<file path="src/rtl/data_mem_bridge_if.sv">
// rtl/data_mem_bridge_if.sv - req/ack data-memory bus between the bridge and the external memory
//
// Purpose : groups the registered request side and the response side of the
//           variable-latency data-memory bus.
// Signals : bus_req_o    request, held high until bus_ack_i
//           bus_we_o     1 = write, 0 = read
//           bus_addr_o   byte address
//           bus_sel_o    byte lane enables (DATA_W/8)
//           bus_wdata_o  write data
//           bus_rdata_i  read data, valid with bus_ack_i
//           bus_ack_i    one-cycle completion pulse
// Modports: master = bridge side, slave = memory side.

interface data_mem_bridge_if #(
   parameter int ADDR_W = 32,
   parameter int DATA_W = 32
);
   logic                  bus_req_o;
   logic                  bus_we_o;
   logic [ADDR_W-1:0]     bus_addr_o;
   logic [DATA_W/8-1:0]   bus_sel_o;
   logic [DATA_W-1:0]     bus_wdata_o;
   logic [DATA_W-1:0]     bus_rdata_i;
   logic                  bus_ack_i;

   modport master (
      output bus_req_o,
      output bus_we_o,
      output bus_addr_o,
      output bus_sel_o,
      output bus_wdata_o,
      input  bus_rdata_i,
      input  bus_ack_i
   );

   modport slave (
      input  bus_req_o,
      input  bus_we_o,
      input  bus_addr_o,
      input  bus_sel_o,
      input  bus_wdata_o,
      output bus_rdata_i,
      output bus_ack_i
   );
endinterface

</file>
<file path="src/rtl/data_mem_bridge.sv">
// rtl/data_mem_bridge.sv - MEM-stage data port to registered req/ack memory bus bridge
//
// Purpose : turns the core's single-cycle MEM-stage data port into a registered
//           req/ack access on an external variable-latency memory, stalling the
//           pipeline until the access completes.
// Ports   : clk, rst       clock, synchronous active-high reset
//           cpu_ce_i       access valid from the MEM stage
//           cpu_we_i       1 = write, 0 = read
//           cpu_addr_i     byte address
//           cpu_sel_i      byte lane enables
//           cpu_data_i     write data
//           cpu_data_o     raw read word returned to the MEM stage
//           stallreq_o     stall request to the pipeline controller
//           bus            data_mem_bridge_if.master, memory bus
//           bus_err_o      sticky timeout flag
// Option  : MEM_BUS_TIMEOUT_EN - abort a request after TIMEOUT REQ cycles
//           without ack; without it REQ waits forever and bus_err_o is 0.

module data_mem_bridge #(
   parameter int ADDR_W  = 32,
   parameter int DATA_W  = 32,
   parameter int TIMEOUT = 255
) (
   input  logic                  clk,
   input  logic                  rst,
   input  logic                  cpu_ce_i,
   input  logic                  cpu_we_i,
   input  logic [ADDR_W-1:0]     cpu_addr_i,
   input  logic [DATA_W/8-1:0]   cpu_sel_i,
   input  logic [DATA_W-1:0]     cpu_data_i,
   output logic [DATA_W-1:0]     cpu_data_o,
   output logic                  stallreq_o,
   data_mem_bridge_if.master     bus,
   output logic                  bus_err_o
);

   if (TIMEOUT < 1) begin : g_bad_timeout
      $error("data_mem_bridge: TIMEOUT must be at least 1");
   end

   typedef enum logic [1:0] {
      IDLE = 2'd0,
      REQ  = 2'd1,
      DONE = 2'd2
   } state_t;

   state_t state;

`ifdef MEM_BUS_TIMEOUT_EN
   localparam int CNT_W = $clog2(TIMEOUT + 1);
   localparam logic [CNT_W-1:0] CNT_LAST = CNT_W'(TIMEOUT - 1);

   logic [CNT_W-1:0] tmo_cnt;
   logic             err_q;

   assign bus_err_o = err_q;
`else
   assign bus_err_o = 1'b0;
`endif

   // The stall has to be raised in the very cycle the access appears, so it
   // cannot be registered. DONE deliberately drops it: the MEM stage still
   // presents the finished access there and advances at the end of the cycle.
   always_comb begin
      stallreq_o = 1'b0;
      if (!rst) begin
         case (state)
            IDLE:    stallreq_o = cpu_ce_i;
            REQ:     stallreq_o = 1'b1;
            default: stallreq_o = 1'b0;
         endcase
      end
   end

   always_ff @(posedge clk) begin
      if (rst) begin
         state           <= IDLE;
         bus.bus_req_o   <= 1'b0;
         bus.bus_we_o    <= 1'b0;
         bus.bus_addr_o  <= '0;
         bus.bus_sel_o   <= '0;
         bus.bus_wdata_o <= '0;
         cpu_data_o      <= '0;
`ifdef MEM_BUS_TIMEOUT_EN
         tmo_cnt         <= '0;
         err_q           <= 1'b0;
`endif
      end else begin
         case (state)
            IDLE: begin
               if (cpu_ce_i) begin
                  bus.bus_req_o   <= 1'b1;
                  bus.bus_we_o    <= cpu_we_i;
                  bus.bus_addr_o  <= cpu_addr_i;
                  bus.bus_sel_o   <= cpu_sel_i;
                  bus.bus_wdata_o <= cpu_data_i;
                  state           <= REQ;
`ifdef MEM_BUS_TIMEOUT_EN
                  tmo_cnt         <= '0;
`endif
               end
            end

            // Completion is judged on the captured bus_we_o, not cpu_we_i,
            // so a flush that changes the cpu inputs mid-access is harmless.
            REQ: begin
               if (bus.bus_ack_i) begin
                  if (!bus.bus_we_o) begin
                     cpu_data_o <= bus.bus_rdata_i;
                  end
                  bus.bus_req_o <= 1'b0;
                  state         <= DONE;
               end
`ifdef MEM_BUS_TIMEOUT_EN
               // The counter holds the number of ack-less REQ cycles already
               // spent, so seeing TIMEOUT-1 here means this is the last one.
               else if (tmo_cnt == CNT_LAST) begin
                  bus.bus_req_o <= 1'b0;
                  cpu_data_o    <= '0;
                  err_q         <= 1'b1;
                  state         <= DONE;
               end else begin
                  tmo_cnt <= tmo_cnt + 1'b1;
               end
`endif
            end

            // The finished access is still on cpu_*; leaving for IDLE without
            // looking at cpu_ce_i is what prevents a duplicate request.
            DONE: begin
               state <= IDLE;
            end

            default: begin
               state <= IDLE;
            end
         endcase
      end
   end

endmodule

</file>
<file path="src/flat_wrapper.sv">
// flat-port wrapper written by rule: the top's interface ports become plain ports
module data_mem_bridge_flat 
#(
   parameter int ADDR_W  = 32,
   parameter int DATA_W  = 32,
   parameter int TIMEOUT = 255
)
  (clk, rst, cpu_ce_i, cpu_we_i, cpu_addr_i, cpu_sel_i, cpu_data_i, cpu_data_o, stallreq_o, bus_err_o, bus_bus_req_o, bus_bus_we_o, bus_bus_addr_o, bus_bus_sel_o, bus_bus_wdata_o, bus_bus_rdata_i, bus_bus_ack_i);
  data_mem_bridge_if #(.ADDR_W(ADDR_W), .DATA_W(DATA_W)) bus_i ();
  input  logic clk;
  input  logic rst;
  input  logic cpu_ce_i;
  input  logic cpu_we_i;
  input  logic [ADDR_W-1:0] cpu_addr_i;
  input  logic [DATA_W/8-1:0] cpu_sel_i;
  input  logic [DATA_W-1:0] cpu_data_i;
  output logic [DATA_W-1:0] cpu_data_o;
  output logic stallreq_o;
  output logic bus_err_o;
  output wire logic [$bits(bus_i.bus_req_o)-1:0] bus_bus_req_o;
  output wire logic [$bits(bus_i.bus_we_o)-1:0] bus_bus_we_o;
  output wire logic [$bits(bus_i.bus_addr_o)-1:0] bus_bus_addr_o;
  output wire logic [$bits(bus_i.bus_sel_o)-1:0] bus_bus_sel_o;
  output wire logic [$bits(bus_i.bus_wdata_o)-1:0] bus_bus_wdata_o;
  input wire logic [$bits(bus_i.bus_rdata_i)-1:0] bus_bus_rdata_i;
  input wire logic [$bits(bus_i.bus_ack_i)-1:0] bus_bus_ack_i;
  assign bus_bus_req_o = bus_i.bus_req_o;
  assign bus_bus_we_o = bus_i.bus_we_o;
  assign bus_bus_addr_o = bus_i.bus_addr_o;
  assign bus_bus_sel_o = bus_i.bus_sel_o;
  assign bus_bus_wdata_o = bus_i.bus_wdata_o;
  assign bus_i.bus_rdata_i = bus_bus_rdata_i;
  assign bus_i.bus_ack_i = bus_bus_ack_i;
  data_mem_bridge #(.ADDR_W(ADDR_W), .DATA_W(DATA_W), .TIMEOUT(TIMEOUT)) u_core (.clk(clk), .rst(rst), .cpu_ce_i(cpu_ce_i), .cpu_we_i(cpu_we_i), .cpu_addr_i(cpu_addr_i), .cpu_sel_i(cpu_sel_i), .cpu_data_i(cpu_data_i), .cpu_data_o(cpu_data_o), .stallreq_o(stallreq_o), .bus(bus_i), .bus_err_o(bus_err_o));
endmodule
</file>
<file path="config.mk">
export PLATFORM = sky130hd
export DESIGN_NAME = data_mem_bridge_flat
export DESIGN_NICKNAME = d
export VERILOG_FILES = /design/src/rtl/data_mem_bridge_if.sv /design/src/rtl/data_mem_bridge.sv /design/src/flat_wrapper.sv
export SDC_FILE = /design/constraint.sdc
export NUM_CORES = 1
export LEC_CHECK = 0
export ABC_CLOCK_PERIOD_IN_PS = 1300
export CAP_MARGIN = 5
export CORE_MARGIN = 5
export CORE_UTILIZATION = 34
export DETAILED_ROUTE_END_ITERATION = 8
export MAX_ROUTING_LAYER = met4
export PLACE_DENSITY = 0.81
export SETUP_SLACK_MARGIN = 0.15
export SLEW_MARGIN = 20
export SYNTH_ARGS = -nofsm -noshare
export SYNTH_HDL_FRONTEND = slang
export SYNTH_SLANG_ARGS = --single-unit
</file>
<file path="constraint.sdc">
create_clock -name clk -period 1.3 [get_ports clk]
set_input_delay 0.13 -clock clk [delete_from_list [all_inputs] [get_ports clk]]
set_output_delay 0.13 -clock clk [all_outputs]
set_load 0.02 [all_outputs]
</file>
==> summary.txt <==
Drt
  – Total DRC errors in the routed layout: 0
  – Antenna Violating Nets Remaining: 0
  – Detailed-route via count: roughly 3800
  – Initial DRT Pass Iterations: 4
  – DRT Wirelength: 12700 µm
  – Routed vias/inst: 4.77
  – Number of DRC violations after detailed-routing iteration 0: between 200 and 250
  – Post-DR wirelength/cell: 15.8 µm

Setup path
  – Capturing point of the worst reg2reg path: u_core.bus.bus_addr_o[21]
  – Critical Path End Type: register
  – Required @ worst endpoint: 1.52 ns
  – Crit path max-delay family: simple AND/OR/NAND/NOR gates
  – Ordered list of cells on the worst path: or3b_4, clkbuf_16, nand2_1, a21oi_2
  – Reg2reg path depth: 4
  – Crit path launch type: register
  – Maximum fanout count along the critical path: 15
  – Buf/Inv on CP: 1
  – Reg-to-reg slack, setup: -0.05 ns
  – Slowest Stage Delay on Critical Path: 0.49 ns
  – Critical path class: register to register
  – Crit Reg-Reg Startpoint: u_core.state[1]
  – Cell at the slowest stage of the critical path: sky130_fd_sc_hd__or3b_4
  – Crit path DAT: 1.57 ns

Placed design
  – Count of buffers inserted at the top-level ports: 207
  – Gp weighted congestion: around 0.8
  – Pre-CTS setup slack: -0.367 ns
  – Placed wire-length estimate: a little over 8000 µm

Timing
  – Unrepaired setup endpoints after global routing: yes
  – Setup WS post-layout: -0.0515 ns
  – Max frequency: 740 MHz
  – Number of hold violations in the final report: 0
  – Final-report max-slew violation count: 0
  – Tcrit/Tclk final: 1.04
  – Worst hold margin: 0.185 ns
  – Count of final setup violators: 17
  – Tmin final: 1.35 ns
  – Max Clock Skew: 0.0147 ns

Clocking
  – Root cell of the clock tree: sky130_fd_sc_hd__clkbuf_8
  – Largest buffer count on any clock path: 2
  – Clk_lat worst skew: 0.36 ns
  – Clock-pin transition on the worst setup and hold timing paths: 0.10 ns
  – Number of CTS-inserted buffers: 9
  – Number of sinks driven by the clock tree: 104
  – CTS tree: yes
  – Max H-tree Level: 3

Die
  – Initial cell density of the core: 0.351
  – Die Outline Area: 12900 µm²
  – Die outline height: 113 µm
  – Boundary Pins: 209
  – Count of standard-cell rows: 37
  – Area of the core region: 10400 µm²
  – Die X: between 100 and 150 µm

Run
  – Number of max-cap violations: 0

Global route
  – Number of antenna violations at the first check in global routing: 0
  – Vias in the first global route: 3847
  – All-Layer GR Usage: 0.189
  – Total global routing overflow: 0
  – Maximum number of pins on one net before global-route repair: 105
  – Global-route wire length before repair: 19000 µm

Hold path
  – Worst hold path endpoint: u_core.state[0]
  – Type of the worst min-delay path: primary input to register
  – Hold Crit Start: rst
  – Cell count of the worst hold path: 4

Power and ir drop
  – IR Drop Worst-Case VDD: about 0.51 mV
  – Power Density: 1130 nW/µm²
  – Reg power frac: 0.503
  – Sw power: roughly 0.002 W
  – Internal Power: 0.00488 W
  – Sw Ratio: 0.294
  – Combinational cell fraction of total power: 0.222
  – Leakage: 2.51 nW
  – Power share of the clock group: 0.274

Logic synthesis
  – Number of distinct library cell variants in the gate-level netlist after synthesis: 19
  – Number of standard cells after synthesis: approximately 460
  – Warnings from Yosys: 0
  – Leading post-synthesis cells by cell area: sky130_fd_sc_hd__dfxtp_1 57%, sky130_fd_sc_hd__nand2_1 21%, sky130_fd_sc_hd__a21oi_1 14%
  – FF+latch count, synth: about 100
  – Share of flip-flops with an asynchronous set or reset after synthesis: 0
  – Synthesized area: 3640 µm²
  – Syn avg cell area: 7.93 µm²
  – Post-synthesis sequential area ratio: 0.572
  – Top_reg_cell synth: sky130_fd_sc_hd__dfxtp_1
  – Synthesized net count: 564
  – Leading area contributor after synthesis: sky130_fd_sc_hd__dfxtp_1
  – Count of flip-flops with a built-in enable after synthesis: 0
  – Area fraction of the dominant cell type after synthesis: 0.572

Layout
  – Footprint of the multi-input gates: 1580 µm²
  – Share of post-route cells with drive strength above 1: 0.315
  – Count of filler cells inserted in the layout: 919
  – Reg area: ~2100 µm²
  – Layout Area Growth over Synthesis: 67.7%
  – Leading cell types in the layout, fill and taps excluded: 152 x sky130_fd_sc_hd__nand2_1, 103 x sky130_fd_sc_hd__clkdlybuf4s50_1, 99 x sky130_fd_sc_hd__dfxtp_1
  – N_diodes: 0
  – Final net count: 769
  – Most frequent standard cell in the layout excluding fill and tap cells: sky130_fd_sc_hd__nand2_1

Run status
  – Result of the run: finished with violations
  – Violations in the final reports: negative setup slack
-- final cells by class --
class                           count  share of cell area
Clock inverter                      5             0.00636
Timing Repair Buffer              231               0.341
Tap cell                          136              0.0279
Sequential cell                   104               0.342
Clock buffer                       11              0.0232
Multi-Input combinational cell    317               0.259
Inverter                            1            0.000615
-- registers in the layout, summed over array words and instances, names as in the netlist --
register,flops
u_core.bus.bus_wdata_o,32
u_core.cpu_data_o,32
u_core.bus.bus_addr_o,32
u_core.bus.bus_we_o,1
u_core.state,2
u_core.bus.bus_req_o,1
u_core.bus.bus_sel_o,4
-- power by group through the flow --
stage          clock, W  combinational [W]  sequential (W)
2_1_floorplan         0           0.000425         0.00375
3_3_place_gp          0            0.00142         0.00353
3_5_place_dp          0            0.00145         0.00354
4_1_cts         0.00194            0.00155         0.00348
5_1_grt         0.00208            0.00164         0.00350
6_report        0.00189            0.00154         0.00348
-- cells by family (layout without fill, tap and decap cells) --
group | after synthesis | count (layout) | share of synthesized area
and+or+nand+nor | 212 | 212 | 0.230
AOI/OAI and AO/OA | 104 | 104 | 0.145
DFF | 104 | 104 | 0.572
buffers and inverters | 38 | 248 | 0.0519
other | 1 | 1 | 0.00103
-- worst reg2reg max path, delay by kind of cell (launching register included) --
kind	cells	cell delay [ns]
AO/OA/AOI/OAI	1	0.05
flip-flops	1	0.34
AND/OR/NAND/NOR	2	0.59
buffers and inverters	1	0.24
-- per-layer routing --
layer / share of wire / up-vias / global-route usage
met5: 0 / - / -
met4: 0.027 / 0 / 0.0657
met3: 0.075 / 26 / 0.0546
met2: 0.50 / 171 / 0.325
met1: 0.40 / 1758 / 0.209
li1: - / 1881 / -
-- stage by stage --
step           setup TNS (ns)  utilization  cells  cell area (µm²)  total power, W
5_1_grt                 -4.10        0.589    805             6100         0.00723
4_1_cts                     0        0.621    800             6440         0.00698
6_report               -0.542        0.589    805             6100         0.00691
3_3_place_gp           -23.40        0.565    778             5860         0.00495
2_1_floorplan          -0.717            -    459             3660         0.00418
3_5_place_dp           -26.37        0.565    778             5860         0.00499
-- worst max path at each step --
| stage | start | to | slack (ns) | cells past startpoint |
|---|---|---|---|---|
| final | u_core.state[1] | u_core.bus.bus_addr_o[21] | -0.05 | 4 |
| after global routing | u_core.state[0] | u_core.bus.bus_wdata_o[29] | -0.08 | 6 |
| after CTS | u_core.state[0] | u_core.bus.bus_addr_o[31] | 0.01 | 6 |
| after detailed placement | cpu_ce_i | u_core.bus.bus_addr_o[8] | -0.37 | 5 |
| after global placement | cpu_ce_i | u_core.bus.bus_addr_o[0] | -0.34 | 5 |
| after floorplan | u_core.state[0] | u_core.bus.bus_addr_o[10] | -0.07 | 7 |
-- Yosys cell counts, types with 2 or more instances --
library cell	n
sky130_fd_sc_hd__clkbuf_1	19
sky130_fd_sc_hd__a21oi_1	102
sky130_fd_sc_hd__nor2_1	2
sky130_fd_sc_hd__buf_4	2
sky130_fd_sc_hd__dfxtp_1	104
sky130_fd_sc_hd__buf_2	13
sky130_fd_sc_hd__buf_6	3
sky130_fd_sc_hd__nand2_1	203
-- timing repair --
action,in CTS,in global routing
hold buffers,0,0
pin swaps,22,9
endpoints found under the hold margin,0,0
cloned,4,3
buffers inserted,2,2
resized for setup,369,94
endpoints found under the setup margin,204,179
Power figures use the tool's default switching activity.
